**src/rtl/seq_pattern_gen.sv**
```systemverilog
// Serial pattern transmitter: shifts a latched PAT_W-bit pattern out MSB-first, repeat_n times.
// Optional inter-frame idle gap is built only when SEQ_GEN_GAP_EN is defined.
module seq_pattern_gen #(
    parameter int PAT_W   = 4,
    parameter int CNT_W   = 8,
    parameter int GAP_LEN = 2
) (
    input  logic             clk,
    input  logic             rst,
    input  logic             start,
    input  logic [PAT_W-1:0] pattern,
    input  logic [CNT_W-1:0] repeat_n,
    output logic             w,
    output logic             w_valid,
    output logic             frame_sof,
    output logic             busy,
    output logic             done
);

    localparam int IDX_W = $clog2(PAT_W);
    localparam logic [IDX_W-1:0] LAST_IDX = IDX_W'(PAT_W - 1);

    if (PAT_W < 2 || GAP_LEN < 1) begin : g_param_check
        $error("seq_pattern_gen: PAT_W must be >= 2 and GAP_LEN >= 1");
    end

`ifdef SEQ_GEN_GAP_EN
    typedef enum logic [1:0] {IDLE, SHIFT, GAP, DONE} state_t;
    localparam int GAP_W = $clog2(GAP_LEN + 1);
    logic [GAP_W-1:0] gapcnt;
`else
    typedef enum logic [1:0] {IDLE, SHIFT, DONE} state_t;
`endif

    state_t           state;
    logic [PAT_W-1:0] pat;
    logic [PAT_W-1:0] shreg;
    logic [IDX_W-1:0] idx;
    logic [CNT_W-1:0] rem;

    // shreg holds the bits still to come; w already carries the current bit.
    always_ff @(posedge clk or posedge rst) begin
        if (rst) begin
            state     <= IDLE;
            pat       <= '0;
            shreg     <= '0;
            idx       <= '0;
            rem       <= '0;
            w         <= 1'b0;
            w_valid   <= 1'b0;
            frame_sof <= 1'b0;
            busy      <= 1'b0;
            done      <= 1'b0;
`ifdef SEQ_GEN_GAP_EN
            gapcnt    <= '0;
`endif
        end else begin
            case (state)
                IDLE: begin
                    done <= 1'b0;
                    if (start) begin
                        pat <= pattern;
                        rem <= repeat_n;
                        if (repeat_n != '0) begin
                            state     <= SHIFT;
                            shreg     <= {pattern[PAT_W-2:0], 1'b0};
                            idx       <= LAST_IDX;
                            w         <= pattern[PAT_W-1];
                            w_valid   <= 1'b1;
                            frame_sof <= 1'b1;
                            busy      <= 1'b1;
                        end else begin
                            state <= DONE;
                            done  <= 1'b1;
                        end
                    end
                end

                SHIFT: begin
                    if (idx != '0) begin
                        shreg     <= shreg << 1;
                        w         <= shreg[PAT_W-1];
                        idx       <= idx - 1'b1;
                        frame_sof <= 1'b0;
                    end else begin
                        rem <= rem - 1'b1;
                        if (rem == CNT_W'(1)) begin
                            state     <= DONE;
                            w         <= 1'b0;
                            w_valid   <= 1'b0;
                            frame_sof <= 1'b0;
                            busy      <= 1'b0;
                            done      <= 1'b1;
                        end else begin
`ifdef SEQ_GEN_GAP_EN
                            state     <= GAP;
                            gapcnt    <= GAP_W'(GAP_LEN - 1);
                            w         <= 1'b0;
                            w_valid   <= 1'b0;
                            frame_sof <= 1'b0;
`else
                            shreg     <= {pat[PAT_W-2:0], 1'b0};
                            idx       <= LAST_IDX;
                            w         <= pat[PAT_W-1];
                            frame_sof <= 1'b1;
`endif
                        end
                    end
                end

`ifdef SEQ_GEN_GAP_EN
                GAP: begin
                    if (gapcnt == '0) begin
                        state     <= SHIFT;
                        shreg     <= {pat[PAT_W-2:0], 1'b0};
                        idx       <= LAST_IDX;
                        w         <= pat[PAT_W-1];
                        w_valid   <= 1'b1;
                        frame_sof <= 1'b1;
                    end else begin
                        gapcnt <= gapcnt - 1'b1;
                    end
                end
`endif

                DONE: begin
                    state <= IDLE;
                    done  <= 1'b0;
                end

                default: begin
                    state     <= IDLE;
                    w         <= 1'b0;
                    w_valid   <= 1'b0;
                    frame_sof <= 1'b0;
                    busy      <= 1'b0;
                    done      <= 1'b0;
                end
            endcase
        end
    end

endmodule

```
**config.mk**
```make
export PLATFORM = sky130hd
export DESIGN_NAME = seq_pattern_gen
export DESIGN_NICKNAME = d
export VERILOG_FILES = /design/src/rtl/seq_pattern_gen.sv
export SDC_FILE = /design/constraint.sdc
export NUM_CORES = 1
export LEC_CHECK = 0
export CAP_MARGIN = 20
export CORE_ASPECT_RATIO = 1.1
export CORE_UTILIZATION = 48
export CTS_CLUSTER_SIZE = 25
export DETAILED_ROUTE_END_ITERATION = 8
export PLACE_DENSITY = 0.77
export SETUP_SLACK_MARGIN = 0.3
export SLEW_MARGIN = 40
export SYNTH_ARGS = -nofsm -noshare
export SYNTH_HDL_FRONTEND = slang
export SYNTH_SLANG_ARGS = --single-unit
```
**constraint.sdc**
```tcl
create_clock -name clk -period 1.8 [get_ports clk]
set_input_delay 0.36 -clock clk [delete_from_list [all_inputs] [get_ports clk]]
set_output_delay 0.36 -clock clk [all_outputs]
set_load 0.02 [all_outputs]
```
==> impl.org <==
** Routing
- In this run, the number of DRC markers left after iteration 0 of detailed routing was 60.
- After detailed routing, the number of remaining DRC violations is 0.
- Per-cell via count in the routed design :: 5.87
- Summed over all layers, the routed wires come to 3310 um.
- For this run, the detailed router's first-pass iteration total came to 4.
- Number of antenna-violating nets in the routed design :: 0
- Vias after detailed routing :: approximately 1,200
- In the final routed layout, each cell accounts on average for approximately 16 um.

** Clock network
- TritonCTS built the clock tree.
- Clock-pin slew on the worst setup and hold paths :: between 0.1 and 0.15 ns
- Hold repair after CTS inserted 0 buffers.
- TritonCTS created 3 clock buffers.
- Clock Path Buffers :: 2
- Clock tree synthesis found a total of 23 sinks.
- # H-tree levels :: 1
- For the worst-skew pair, the clock arrives at the later sink with an insertion delay of between 0.3 and 0.4 ns.
- CTS root buf :: sky130_fd_sc_hd__clkbuf_4

** Layout
- Ant diodes :: 0
- In the final layout, the share of cells above drive strength 1 is 0.341.
- Top library cells by usage in the layout, fill and taps aside :: sky130_fd_sc_hd__buf_4, sky130_fd_sc_hd__dfrtp_1, sky130_fd_sc_hd__a21oi_1
- The area growth from synthesis to layout is 39.9%.
- Post-layout net count :: 198
- Most common cell after layout, fill and taps aside :: sky130_fd_sc_hd__buf_4
- Fill cell total of the finished layout :: 194

** Logic synthesis
- For this run, the number of Yosys warnings is 0.
- The netlist uses 38 different library cells.
- Synthesized flop and latch total :: 23
- Netlist area before placement :: roughly 1300 sq um
- Post-Syn Nets :: about 150
- Avg Inst Size Synth :: 9.76 sq um
- The share of the Yosys chip area taken by registers is 0.434.
- Synthesized instance count :: 136

** Power and ir drop
- IR analysis of the VDD net gives a maximum drop of between 1 and 1.5 mV.
- Power comes to between 3 and 4 mW.
- Total power divided by cell area :: 1710 nW/um^2
- Leakage power :: 0.819 nW

** Status
- Run status :: finished clean

** STA
- The worst pin sits at a relative slew slack of 0.725.
- The number of hold-slack violations in the final timing report was 0.
- The number of pins exceeding their max-slew limit in the final report came to 0.
- Final setup margin :: 0.169 ns
- For the pin with the worst max-slew slack, the measured transition is 0.411 ns.
- Across the routed clock network, the largest skew measured is 0.00454 ns.
- Static timing analysis puts the maximum clock frequency at between 600 and 700 MHz.
- Subtracting the final worst setup slack from the clock period gives 1.63 ns.
- Setup repair after global routing could not meet its margin everywhere.
- Period utilisation layout :: 0.906
- Setup violations remaining at the end of the flow were counted as 0.

** Floorplanning
- 20 I/O pins were placed.
- Measured along the x axis, the die boundary spans roughly 52 um.
- The die covers between 2000 and 3000 sq um.
- The floorplan has 19 rows.
- Starting utilization of the core area :: 0.517
- From bottom edge to top edge, the die measures approximately 57 um.
- Total core area :: between 2000 and 3000 sq um

** Setup path
- STA classifies the critical path endpoint as a register.
- At the worst endpoint, the arrival time is 1.84 ns.
- Buf+Inv Stages, Crit Path :: 1
- The worst setup path is of the reg2reg kind.
- For the worst setup path, the data required time is roughly 2.0 ns.
- Critical Path, Cell by Cell :: inv_1 -> ha_1 -> a41oi_4 -> a21oi_4 -> mux2_4
- Along the worst path, the maximum fanout reaches 4.
- Max incr delay on CP :: between 0.3 and 0.4 ns
- STA classifies the critical path startpoint as a register.
- On the critical path, the stage with the largest delay is an instance of sky130_fd_sc_hd__dfrtp_1.
- Broken down by cell family, the worst path's largest delay share belongs to compound AO/OA/AOI/OAI gates.

** Global routing
- Entering global routing, the biggest net connects 24 pins.
- Global routing finished with a remaining overflow of 0.
- Number of global-route vias before repair :: about 1,100
- The number of antenna violations at the first check in global routing came to 0.
- The first global-routing pass estimated ~5300 um of wire.
- Tot GR Track Use :: 0.235

** Placed design
- Worst slack after detailed placement :: -0.199 ns
- Final weighted congestion in routability-driven placement :: 0.864
- Buffers placed on the I/O ports in this run total 19.
- The HPWL after detailed placement is ~2100 um.

** Min path
- The min-delay analysis places its worst path in the category in2async.

** Flow run
- Max-cap violations in this run came to 0.
registers in the layout (all words and copies together), names as in the netlist:
name       flops
rem            8
pat            4
shreg          3
idx            2
state          2
busy           1
done           1
frame_sof      1
w              1
cell families (layout without fill, tap and decap cells):
family                     Yosys count  in the layout  share of synthesized area
AOI/OAI and AO/OA                   42             42                      0.230
adders and majority gates            3              3                     0.0283
buffers and inverters               19             62                     0.0594
DFF                                 23             23                      0.434
muxes                               11             11                     0.0943
and+or+nand+nor                     38             38                      0.155
stage by stage:
stage               cells  utilization  setup TNS, ns  hold WS (ns)  cell area [sq um]
finish                210        0.723              0         0.369               1860
global route          210        0.723              0         0.400               1860
CTS                   208        0.690              0         0.377               1770
detailed placement    196        0.645          -1.04         0.478               1660
global placement      196        0.645         -0.709         0.471               1660
floorplan             136            -              0         0.362               1330
routing by layer:
layer	wire length, um	global-route usage	part of all wire
met2	1580	0.364	0.48
met5	0	0	0
met4	68	0.0489	0.021
met1	1490	0.346	0.45
met3	171	0.0373	0.052
worst register-to-register path, cell delays in order (launching register included):
cell,delay [ns]
sky130_fd_sc_hd__dfrtp_1,0.39
sky130_fd_sc_hd__inv_1,0.13
sky130_fd_sc_hd__ha_1,0.28
sky130_fd_sc_hd__a41oi_4,0.17
sky130_fd_sc_hd__a21oi_4,0.23
sky130_fd_sc_hd__mux2_4,0.33
power by group:
group,internal [mW],total (mW),switching [mW],leakage (nW)
Clock,0.0828,0.244,0.161,0.0177
Sequential,0.776,0.999,0.222,0.272
Combinational,0.943,1.93,0.985,0.529
Total,1.80,3.17,1.37,0.819
cells in the mapped netlist (all sizes together):
master	count	area share
a2111oi	1	0.0066
a211oi	2	0.011
a21o	2	0.012
a21oi	15	0.065
a22oi	2	0.011
a31oi	2	0.0094
a32oi	1	0.0066
a41o	1	0.0085
a41oi	3	0.034
and3	1	0.0047
buf	4	0.017
clkbuf	3	0.0085
dfrtp	23	0.43
ha	3	0.028
inv	12	0.034
mux2	6	0.057
mux2i	5	0.038
nand2	8	0.023
nand2b	5	0.024
nand3	2	0.0075
nor2	13	0.039
nor2b	1	0.0047
nor3	3	0.011
nor4	3	0.030
nor4b	1	0.0066
o21ai	6	0.023
o22ai	2	0.0094
o2bb2ai	3	0.020
o32ai	2	0.013
or3	1	0.0047
timing repair:
action,CTS,global route
endpoints found under the setup margin,26,21
gates resized for setup,20,17
setup buffers,8,2
pin swaps,8,7
endpoints found under the hold margin,0,0
worst paths after layout:
path	to	startpoint	depth (start not counted)	slack, ns
min reg2reg	done	done	1	0.49
max	shreg[1]	rem[1]	5	0.17
max in group asynchronous	rem[4]	rst	3	1.18
min	rem[0]	rst	3	0.37
max reg2reg	shreg[1]	rem[1]	5	0.17
min in group clk	done	done	1	0.49
final cells by class:
type / instances / area (sq um) / share of cell area
inverter: 12 / 45.0 / 0.0243
sequential: 23 / 579 / 0.312
multi-input combinational: 94 / 774 / 0.417
tap: 31 / 38.8 / 0.0209
timing repair buffer: 46 / 392 / 0.211
clock buffer: 3 / 22.5 / 0.0121
clock inverter: 1 / 5.00 / 0.00270
Power figures use the tool's default switching activity.
